**config.mk**
```make
export PLATFORM = sky130hd
export DESIGN_NAME = mul_arbiter
export DESIGN_NICKNAME = d
export VERILOG_FILES = /design/src/rtl/mul_ctrl_pkg.sv /design/src/rtl/mul_rsp_fifo.sv /design/src/rtl/mul_arbiter.sv
export SDC_FILE = /design/constraint.sdc
export NUM_CORES = 1
export LEC_CHECK = 0
export ABC_AREA = 1
export CAP_MARGIN = 5
export CORE_MARGIN = 2
export CORE_UTILIZATION = 40
export DETAILED_ROUTE_END_ITERATION = 6
export SLEW_MARGIN = 10
export SYNTH_ARGS = -nofsm -noshare
export SYNTH_HDL_FRONTEND = slang
export SYNTH_SLANG_ARGS = --single-unit
```
**constraint.sdc**
```tcl
create_clock -name clk -period 16.2 [get_ports clk]
set_input_delay 3.24 -clock clk [delete_from_list [all_inputs] [get_ports clk]]
set_output_delay 3.24 -clock clk [all_outputs]
set_load 0.02 [all_outputs]
```
**src/rtl/mul_ctrl_pkg.sv**
```systemverilog
// Shared types for the multiplier request arbiter and its response buffer.
package mul_ctrl_pkg;

  typedef enum logic [1:0] {
    MUL    = 2'b00,
    MULH   = 2'b01,
    MULHSU = 2'b10,
    MULHU  = 2'b11
  } mul_op_t;

  typedef struct packed {
    logic        id;
    mul_op_t     op;
    logic [63:0] data;
  } rsp_entry_t;

  localparam int MUL_CYCLES_DEFAULT = 4;

endpackage

```
**src/rtl/mul_rsp_fifo.sv**
```systemverilog
// In-order response buffer; a push into a full FIFO is accepted when the head
// is popped in the same cycle, since the write lands in the slot being freed.
module mul_rsp_fifo
  import mul_ctrl_pkg::*;
#(
  parameter  int RESP_DEPTH = 8,
  localparam int CW         = $clog2(RESP_DEPTH + 1)
) (
  input  logic       clk,
  input  logic       rst,
  input  logic       push,
  input  rsp_entry_t push_data,
  input  logic       pop,
  output rsp_entry_t pop_data,
  output logic       empty,
  output logic       full,
  output logic [CW-1:0] count
);
  localparam int PW = (RESP_DEPTH > 1) ? $clog2(RESP_DEPTH) : 1;

  rsp_entry_t    mem_q [RESP_DEPTH];
  logic [PW-1:0] wr_q, wr_d;
  logic [PW-1:0] rd_q, rd_d;
  logic [CW-1:0] count_q, count_d;
  logic          do_push, do_pop;

  function automatic logic [PW-1:0] ptr_inc(input logic [PW-1:0] p);
    return (p == PW'(RESP_DEPTH - 1)) ? '0 : p + 1'b1;
  endfunction

  always_comb begin
    empty   = (count_q == '0);
    full    = (count_q == CW'(RESP_DEPTH));
    do_pop  = pop && !empty;
    do_push = push && (!full || do_pop);
    wr_d    = do_push ? ptr_inc(wr_q) : wr_q;
    rd_d    = do_pop  ? ptr_inc(rd_q) : rd_q;
    count_d = count_q;
    if (do_push && !do_pop) begin
      count_d = count_q + 1'b1;
    end else if (!do_push && do_pop) begin
      count_d = count_q - 1'b1;
    end
  end

  always_ff @(posedge clk) begin
    if (rst) begin
      wr_q    <= '0;
      rd_q    <= '0;
      count_q <= '0;
    end else begin
      wr_q    <= wr_d;
      rd_q    <= rd_d;
      count_q <= count_d;
    end
  end

  always_ff @(posedge clk) begin
    if (do_push) begin
      mem_q[wr_q] <= push_data;
    end
  end

  assign pop_data = mem_q[rd_q];
  assign count    = count_q;

endmodule

```
**src/rtl/mul_arbiter.sv**
```systemverilog
// Two-requester round-robin front end for an external pipelined multiplier.
// Issued ops are tracked by a local tag pipeline; results return in issue order.
module mul_arbiter
  import mul_ctrl_pkg::*;
#(
  parameter int CYCLES     = MUL_CYCLES_DEFAULT,
  parameter int RESP_DEPTH = 8
) (
  input  logic             clk,
  input  logic             rst,
  input  logic [1:0]       req_valid,
  output logic [1:0]       req_ready,
  input  logic [1:0][1:0]  req_op,
  input  logic [1:0][31:0] req_a,
  input  logic [1:0][31:0] req_b,
  output logic             mul_new_request,
  output logic [1:0]       mul_op,
  output logic [31:0]      mul_a,
  output logic [31:0]      mul_b,
  input  logic             mul_done,
  input  logic [1:0]       mul_completed_op,
  input  logic [63:0]      mul_p,
  output logic             rsp_valid,
  input  logic             rsp_ready,
  output logic             rsp_id,
  output logic [1:0]       rsp_op,
  output logic [63:0]      rsp_data
);
  localparam int CW   = $clog2(RESP_DEPTH + 1);
  localparam int NSTG = CYCLES + 1;

  logic                 last_q, last_d;
  logic [CW-1:0]        outstanding_q, outstanding_d;
  logic [NSTG-1:0]      tag_vld_q;
  logic [NSTG-1:0]      tag_id_q;
  logic [NSTG-1:0][1:0] tag_op_q;

  logic          prio, gnt_id, credit_ok, issue, push, pop;
  logic          fifo_empty, fifo_full;
  logic [CW-1:0] fifo_count;
  rsp_entry_t    push_entry, head_entry;

  // Credit covers in-flight plus buffered ops, so the FIFO can never overflow.
  always_comb begin
    prio      = ~last_q;
    gnt_id    = req_valid[prio] ? prio : ~prio;
    credit_ok = (outstanding_q < CW'(RESP_DEPTH));
    issue     = (|req_valid) && credit_ok && !rst;
    last_d    = issue ? gnt_id : last_q;
  end

  assign req_ready       = issue ? (gnt_id ? 2'b10 : 2'b01) : 2'b00;
  assign mul_new_request = issue;
  assign mul_op          = req_op[gnt_id];
  assign mul_a           = req_a[gnt_id];
  assign mul_b           = req_b[gnt_id];

  assign rsp_valid = !fifo_empty && !rst;
  assign pop       = rsp_valid && rsp_ready;
  assign push      = tag_vld_q[NSTG-1];

  always_comb begin
    outstanding_d = outstanding_q;
    if (issue && !pop) begin
      outstanding_d = outstanding_q + 1'b1;
    end else if (!issue && pop) begin
      outstanding_d = outstanding_q - 1'b1;
    end
  end

  always_ff @(posedge clk) begin
    if (rst) begin
      last_q        <= 1'b1;
      outstanding_q <= '0;
      tag_vld_q     <= '0;
      tag_id_q      <= '0;
      tag_op_q      <= '0;
    end else begin
      last_q        <= last_d;
      outstanding_q <= outstanding_d;
      tag_vld_q[0]  <= issue;
      tag_id_q[0]   <= gnt_id;
      tag_op_q[0]   <= mul_op;
      for (int s = 1; s < NSTG; s++) begin
        tag_vld_q[s] <= tag_vld_q[s-1];
        tag_id_q[s]  <= tag_id_q[s-1];
        tag_op_q[s]  <= tag_op_q[s-1];
      end
    end
  end

  // The mul has no reset, so its result is captured purely on tag timing.
  always_comb begin
    push_entry      = '0;
    push_entry.id   = tag_id_q[NSTG-1];
    push_entry.op   = mul_op_t'(tag_op_q[NSTG-1]);
    push_entry.data = mul_p;
  end

  mul_rsp_fifo #(
    .RESP_DEPTH (RESP_DEPTH)
  ) u_rsp_fifo (
    .clk       (clk),
    .rst       (rst),
    .push      (push),
    .push_data (push_entry),
    .pop       (pop),
    .pop_data  (head_entry),
    .empty     (fifo_empty),
    .full      (fifo_full),
    .count     (fifo_count)
  );

  assign rsp_id   = head_entry.id;
  assign rsp_op   = head_entry.op;
  assign rsp_data = head_entry.data;

  always_ff @(posedge clk) begin
    if (!rst) begin
      if (tag_vld_q[NSTG-1]) begin
        assert (mul_done && (mul_completed_op == tag_op_q[NSTG-1]))
          else $error("mul_arbiter: mul result does not match issued tag");
      end
      assert (!(push && fifo_full && !pop))
        else $error("mul_arbiter: response FIFO overflow");
      assert (fifo_count <= outstanding_q)
        else $error("mul_arbiter: buffered responses exceed credit count");
    end
  end

endmodule
```
======== Yosys cells after proc, flatten, opt, wreduce, memory -nomap -nowiden ========
Memory sizes are Yosys's and may differ from the RTL's. A register that Yosys moved wholly into a read port is not among the register bits.
Index checks and enable logic that the tools add are counted.
cells by class
  $add $sub $neg .......................... 6
  muxes and demuxes ....................... 21
  eq/ne operators ......................... 3
  bitwise gates (word level) .............. 1
  $mul .................................... 0
  div/mod/pow operators ................... 0
  reduce and logical (&&, ||, !) cells .... 22
  $lt $le $gt $ge ......................... 3
  shift operators ......................... 0
operator list
  kind                                                                           count
  32-bit two-way mux                                                             4
  4-bit two-way mux                                                              4
  3-bit two-way mux                                                              4
  1-bit logical AND                                                              10
  4-bit by 1-bit adder with 4-bit output (second input constant)                 2
  2-bit two-way mux                                                              4
  4-bit by 1-bit subtractor with 4-bit output (second input constant)            2
  1-bit zero test                                                                7
  3-bit by 1-bit adder with 3-bit output (second input constant)                 2
  3-bit equality test (second input constant)                                    2
  1-bit two-way mux                                                              5
  4-bit equality test (second input constant)                                    1
  4-bit zero test                                                                1
  1-bit by 2-bit less-than comparator with 1-bit output (second input constant)  2
  4-bit less-than comparator (second input constant)                             1
  2-bit nonzero test                                                             2
  2-bit OR reduction                                                             1
  1-bit logical OR                                                               1
  1-bit NOT                                                                      1
storage, ports and cells
  bits in writable memories ............... 536
  input bits .............................. 204
  latch bits .............................. 0
  logic and storage cells ................. 69
  register bits after elaboration ......... 35
  output and inout port bits .............. 137
  memories kept ........................... 1
  ROM bits ................................ 0
memory list
  memory            depth  bits a word  read ports  clocked after Yosys merged registers in  write ports  line                RTL
  u_rsp_fifo.mem_q  8      67           1           1                                        1            mul_rsp_fifo.sv:21  rsp_entry_t mem_q [RESP_DEPTH];

======== Longest topological paths before layout ========
  word-level depth ........................ 11
  depth in mapped cells ................... 17
  mapped depth without buffers ............ 16

======== Cells and area by module ========
Synthesis repeated with hierarchy kept, for this count alone.
second synthesis, totals
  cells, all modules ...................... 2213
  area, all modules ....................... 23847.9 um2
modules (own cells, without submodules)
  module        area an instance (um2)  seq. area each (um2)  cells an instance  instances
  mul_rsp_fifo  22110.0                 16355.7               1888               1
  mul_arbiter   1737.9                  500.5                 325                1

======== Worst setup path after synthesis ========
Ideal clock, no wire load.
  path kind ............................... input-to-reg
  start point ............................. input rst
  end point ............................... memory u_rsp_fifo.mem_q[6][0] in the netlist's numbering, enable pin
  library setup time ...................... 575 ps
  data required time ...................... 15625 ps
  path slack .............................. 7101 ps
  data arrival time ....................... 8524 ps
  path buffers ............................ 2
  stages .................................. 7
  cells stage by stage .................... buf_2 -> inv_1 -> nand3_2 -> nand2_1 -> nand2_1 -> buf_6 -> nor3_1
on the way
  cells in the longest elaborated chain, start to end .. 8
RTL lines
  element                                  line                RTL
  start: declaration                       mul_arbiter.sv:10   input logic rst,
  1-bit zero test                          n/a
  1-bit logical AND                        mul_arbiter.sv:58   assign rsp_valid = !fifo_empty && !rst;
  1-bit logical AND                        mul_arbiter.sv:59   assign pop = rsp_valid && rsp_ready;
  1-bit logical AND                        mul_rsp_fifo.sv:34  do_pop = pop && !empty;
  1-bit logical OR                         mul_rsp_fifo.sv:35  do_push = push && (!full || do_pop);
  1-bit logical AND                        mul_rsp_fifo.sv:35
  1-bit two-way mux                        mul_rsp_fifo.sv:59  if (do_push) begin
  1-bit two-way mux (implied by the code)  mul_rsp_fifo.sv:60  mem_q[wr_q] <= push_data;
  end: declaration                         mul_rsp_fifo.sv:21
No other way between the ends.

======== Final worst setup path ========
  start point ............................. input req_valid[1]
  end point ............................... output mul_a[3]
on the way
  cells in the longest elaborated chain, start to end .. 5
RTL lines
  element                                                line               RTL
  start: declaration                                     mul_arbiter.sv:11  input logic [1:0] req_valid,
  1-bit two-way mux (implied by the code) (2 in a row)   mul_arbiter.sv:46  gnt_id = req_valid[prio] ? prio : ~prio;
  1-bit two-way mux                                      mul_arbiter.sv:46
  32-bit two-way mux (implied by the code) (2 in a row)  mul_arbiter.sv:55  assign mul_a = req_a[gnt_id];
  end: declaration                                       mul_arbiter.sv:18  output logic [31:0] mul_a,
No other way between the ends. The select of a mux whose other input is x is not followed.

==> results.md <==
- Post-placement cell count: between 3,000 and 4,000
- Highest Clock Rate: about 110 MHz
- Weighted congestion reported at the end of routability-driven placement: approximately 0.78
- Largest family of logic cells by synthesized area: simple AND/OR/NAND/NOR gates
- Reg-to-reg slack, setup: 13.43 ns
- CTS hold repair buffers: 0
- Clock transition at the register clock pins on the worst setup and hold paths after CTS: 0.06 ns
- Starting density of the core: approximately two fifths
- Total setup buffers inserted after CTS: 0
- Seq cells post-synth: between 500 and 600
- Fill cell instance count of the final layout: a little over 5,000
- Final hold slack: 0.403 ns
- Pins over their slew limit: 0
- Count of flip-flops with a built-in enable after synthesis: 536
- Number of buffers created by CTS: 59
- Total number of H-tree levels: 2
- Total wire length: 57.9 mm
- Worst Path Required: roughly 13 ns
- Accumulated negative setup slack: 0 ns
- Total I/O pin count: approximately 340
- Slew at the pin closest to its max-slew limit: approximately 1.1 ns
- Worst Skew: 0.0180 ns
- Portion of synthesized cell area occupied by the leading cell type: 68.9%
- Half-perimeter wire length after detailed placement: between 30 and 40 mm
- Largest buffer count on any clock path: 3
- Initial DRC count: around 1,100
- Number of failing setup endpoints in the final timing report: 0
- Die area: 60,300 um^2
- Number of cells produced by synthesis: around 2,100
- Worst hold path type: reg -> reg
- Worst slack at placement: 6.87 ns
- Crit-path max cell delay: 0.88 ns
- Most frequent cell after synthesis: sky130_fd_sc_hd__edfxtp_1
- DRT antenna net count: 0
- WS Path Type: in -> out
- Crit Path Max Fanout: 68
- Post-synth top area cell: sky130_fd_sc_hd__edfxtp_1
- Floorplan row count: 88
- Number of failing hold endpoints at the final stage: 0
- Post-Synthesis Net Count: 2,283
- R2r startpoint: u_rsp_fifo.count[0]$_SDFFE_PP0P_
- Adder-Cell Fraction of Synth Area: 0.707%
- First-pass GRT wire length: 88.6 mm
- Fraction of the cycle the final worst path needs: 57.2%
- Worst Slack Setup Final: 6.93 ns
- XOR/XNOR Fraction of Synth Area: 0.113%
- Maximum number of pins on one net before global-route repair: 180
- Number of global-route vias before repair: 15,900
- Detail-routed net length per standard cell: ~18 um
- Synthesized cell area: 23,400 um^2
- Most prevalent standard cell on the critical path: sky130_fd_sc_hd__nand2_1
- Detailed-route DRC error count: 0
- Setup crit end kind: primary output
- GR Overflow Total: 0
- Worst R2R End: u_rsp_fifo.count[3]$_SDFFE_PP0P_
- Unrepaired setup endpoints after global routing: false
- Clock latency on the worst-skew pair: 0.61 ns
- Routed vias: 15,900
- Worst IR Drop VDD: 0.0930 mV
- Signed area change from the synthesized netlist to the final layout: 25.8%
- Placeable Area: 57,700 um^2
- Antenna violations before repair: 10
- Mean area per synthesized cell: around 11 um^2
- Slowest stage cell, crit path: sky130_fd_sc_hd__inv_2
- Critical path capture point: mul_a[3]
- Horizontal extent of the die: 246 um
- Drt via density: 4.99
- Run status: completed
- CTS-repair resized insts: 0
- Async set or reset register ratio after synthesis: 0%
- Share of synthesized cell area in and, or, nand and nor gates: 14.6%
- Worst slew margin relative to its limit: 25.1%
- Input/output buffers: 337
- Multiplexer share of the synthesized area: 0%
- Total track usage: a little under a fifth
- Power density of the placed cells: 124 nW/um^2
- Clock Sink Count: 574
- Number of iterations in the first detailed-routing pass: 7
- Ratio of cells with drive above 1 in the final layout: 5.62%
- Commonest register cell after synthesis: sky130_fd_sc_hd__edfxtp_1
- Non-Filler Instances: approximately 3,200
- Top post-synthesis cells by count: sky130_fd_sc_hd__edfxtp_1 (536), sky130_fd_sc_hd__nor2_1 (440), sky130_fd_sc_hd__nand2_1 (435)
- Register-to-Register Path Depth: 15
- Time the final worst path needs with I/O delays and setup: just over 9 ns
- Synth top area cells: sky130_fd_sc_hd__edfxtp_1 (69%), sky130_fd_sc_hd__nor2_1 (7.1%), sky130_fd_sc_hd__nand2_1 (7.0%)
- CTS Root Buffer Type: sky130_fd_sc_hd__clkbuf_16
- Data arrival at the endpoint of the critical path: 6.03 ns
- List of cells traversed by the critical path: clkdlybuf4s50_1 > nand2_1 > o21ai_4 > buf_4 > inv_2 > nand2_1 > nand2_1 > clkdlybuf4s50_1
- Number of different library cells in the post-synthesis netlist: 26
- Warning count from the yosys run: 0
- Leakage power figure: 10.5 nW
- Compound-cell area share of the yosys netlist: 9.00%
- CP Launch Type: primary input
- Setup crit start: req_valid[1]
- Number of violations of the max-capacitance limit: 0
- TritonCTS clock tree: done
- Final Net Count: around 2,600
- Y dimension of the die: 246 um
- Hold wc startpoint: tag_vld_q[2]$_SDFF_PP0_
- Sequential fraction of the synthesis area: 72.2%
[worst min path at each step]
stage                                end  cells past startpoint
2_1_floorplan  push_entry[64]$_SDFF_PP0_                      2
3_3_place_gp      tag_id_q[1]$_SDFF_PP0_                      2
3_5_place_dp      tag_id_q[4]$_SDFF_PP0_                      2
4_1_cts          tag_vld_q[3]$_SDFF_PP0_                      2
5_1_grt           tag_id_q[1]$_SDFF_PP0_                      2
6_report         tag_vld_q[3]$_SDFF_PP0_                      2
[cell type report]
class / count / area, um^2 / share of cell area, %
multi-input cells: 1331 / 5750 / 19.6
flip-flops and latches: 574 / 16900 / 57.4
clock buffers: 73 / 1630 / 5.54
repair buffers: 362 / 3560 / 12.1
diodes: 4 / 10.0 / 0.0341
well taps: 765 / 957 / 3.26
clock inverters: 39 / 453 / 1.54
inverters: 39 / 154 / 0.524
[metrics by stage]
| step | util [%] | area (um^2) | power, mW |
|---|---|---|---|
| final | 50.9 | 29400 | 3.66 |
| after global routing | 50.9 | 29400 | 3.81 |
| after CTS | 50.9 | 29400 | 3.70 |
| after detailed placement | 47.3 | 27300 | 2.27 |
| after global placement | 47.3 | 27300 | 2.26 |
| after floorplan | - | 23400 | 2.02 |
[layer usage]
| layer | part of all wire (%) | global-route usage, % |
|---|---|---|
| met3 | 6.3 | 4.34 |
| met1 | 42 | 23.9 |
| met5 | 0.086 | 0 |
| met2 | 49 | 32.5 |
| met4 | 2.8 | 6.33 |
[registers in the layout (all words and copies together) (netlist names), named ones only]
signal            cells
last_q                1
u_rsp_fifo.wr_q       3
tag_vld_q             5
tag_id_q              5
push_entry            2
outstanding_q         4
tag_op_q              8
u_rsp_fifo.rd_q       3
u_rsp_fifo.mem_q    536
u_rsp_fifo.count      4
[layout by cell type (no fill, tap or decap), types with 12 or more instances in the layout]
cell type,count
sky130_fd_sc_hd__nor2_1,440
sky130_fd_sc_hd__buf_4,25
sky130_fd_sc_hd__edfxtp_1,536
sky130_fd_sc_hd__o21ai_1,217
sky130_fd_sc_hd__clkinv_2,12
sky130_fd_sc_hd__nand2_1,435
sky130_fd_sc_hd__inv_1,36
sky130_fd_sc_hd__dfxtp_1,35
sky130_fd_sc_hd__clkbuf_16,63
sky130_fd_sc_hd__o21ai_0,191
sky130_fd_sc_hd__clkdlybuf4s50_1,337
sky130_fd_sc_hd__clkinv_1,12
[power by group]
part           total [mW]  leakage [nW]  internal [mW]  switching [mW]
combinational       0.578          4.34          0.237           0.342
clock                1.43          1.03          0.871           0.555
sequential           1.65          5.14           1.63          0.0207
[critical path, delay by kind of cell]
kind	cells	cell delay (ns)
AOI/OAI and AO/OA	1	0.06
buffers and inverters	4	2.28
and+or+nand+nor	3	0.42
[cells by family after synthesis]
| logic type | count (synthesis) |
|---|---|
| DFF | 574 |
| and+or+nand+nor | 897 |
| xor gates and xnor gates | 3 |
| AOI/OAI and AO/OA | 419 |
| adders and majority gates | 12 |
| buffers and inverters | 162 |
No activity file was read; power rests on OpenSTA's default activity.
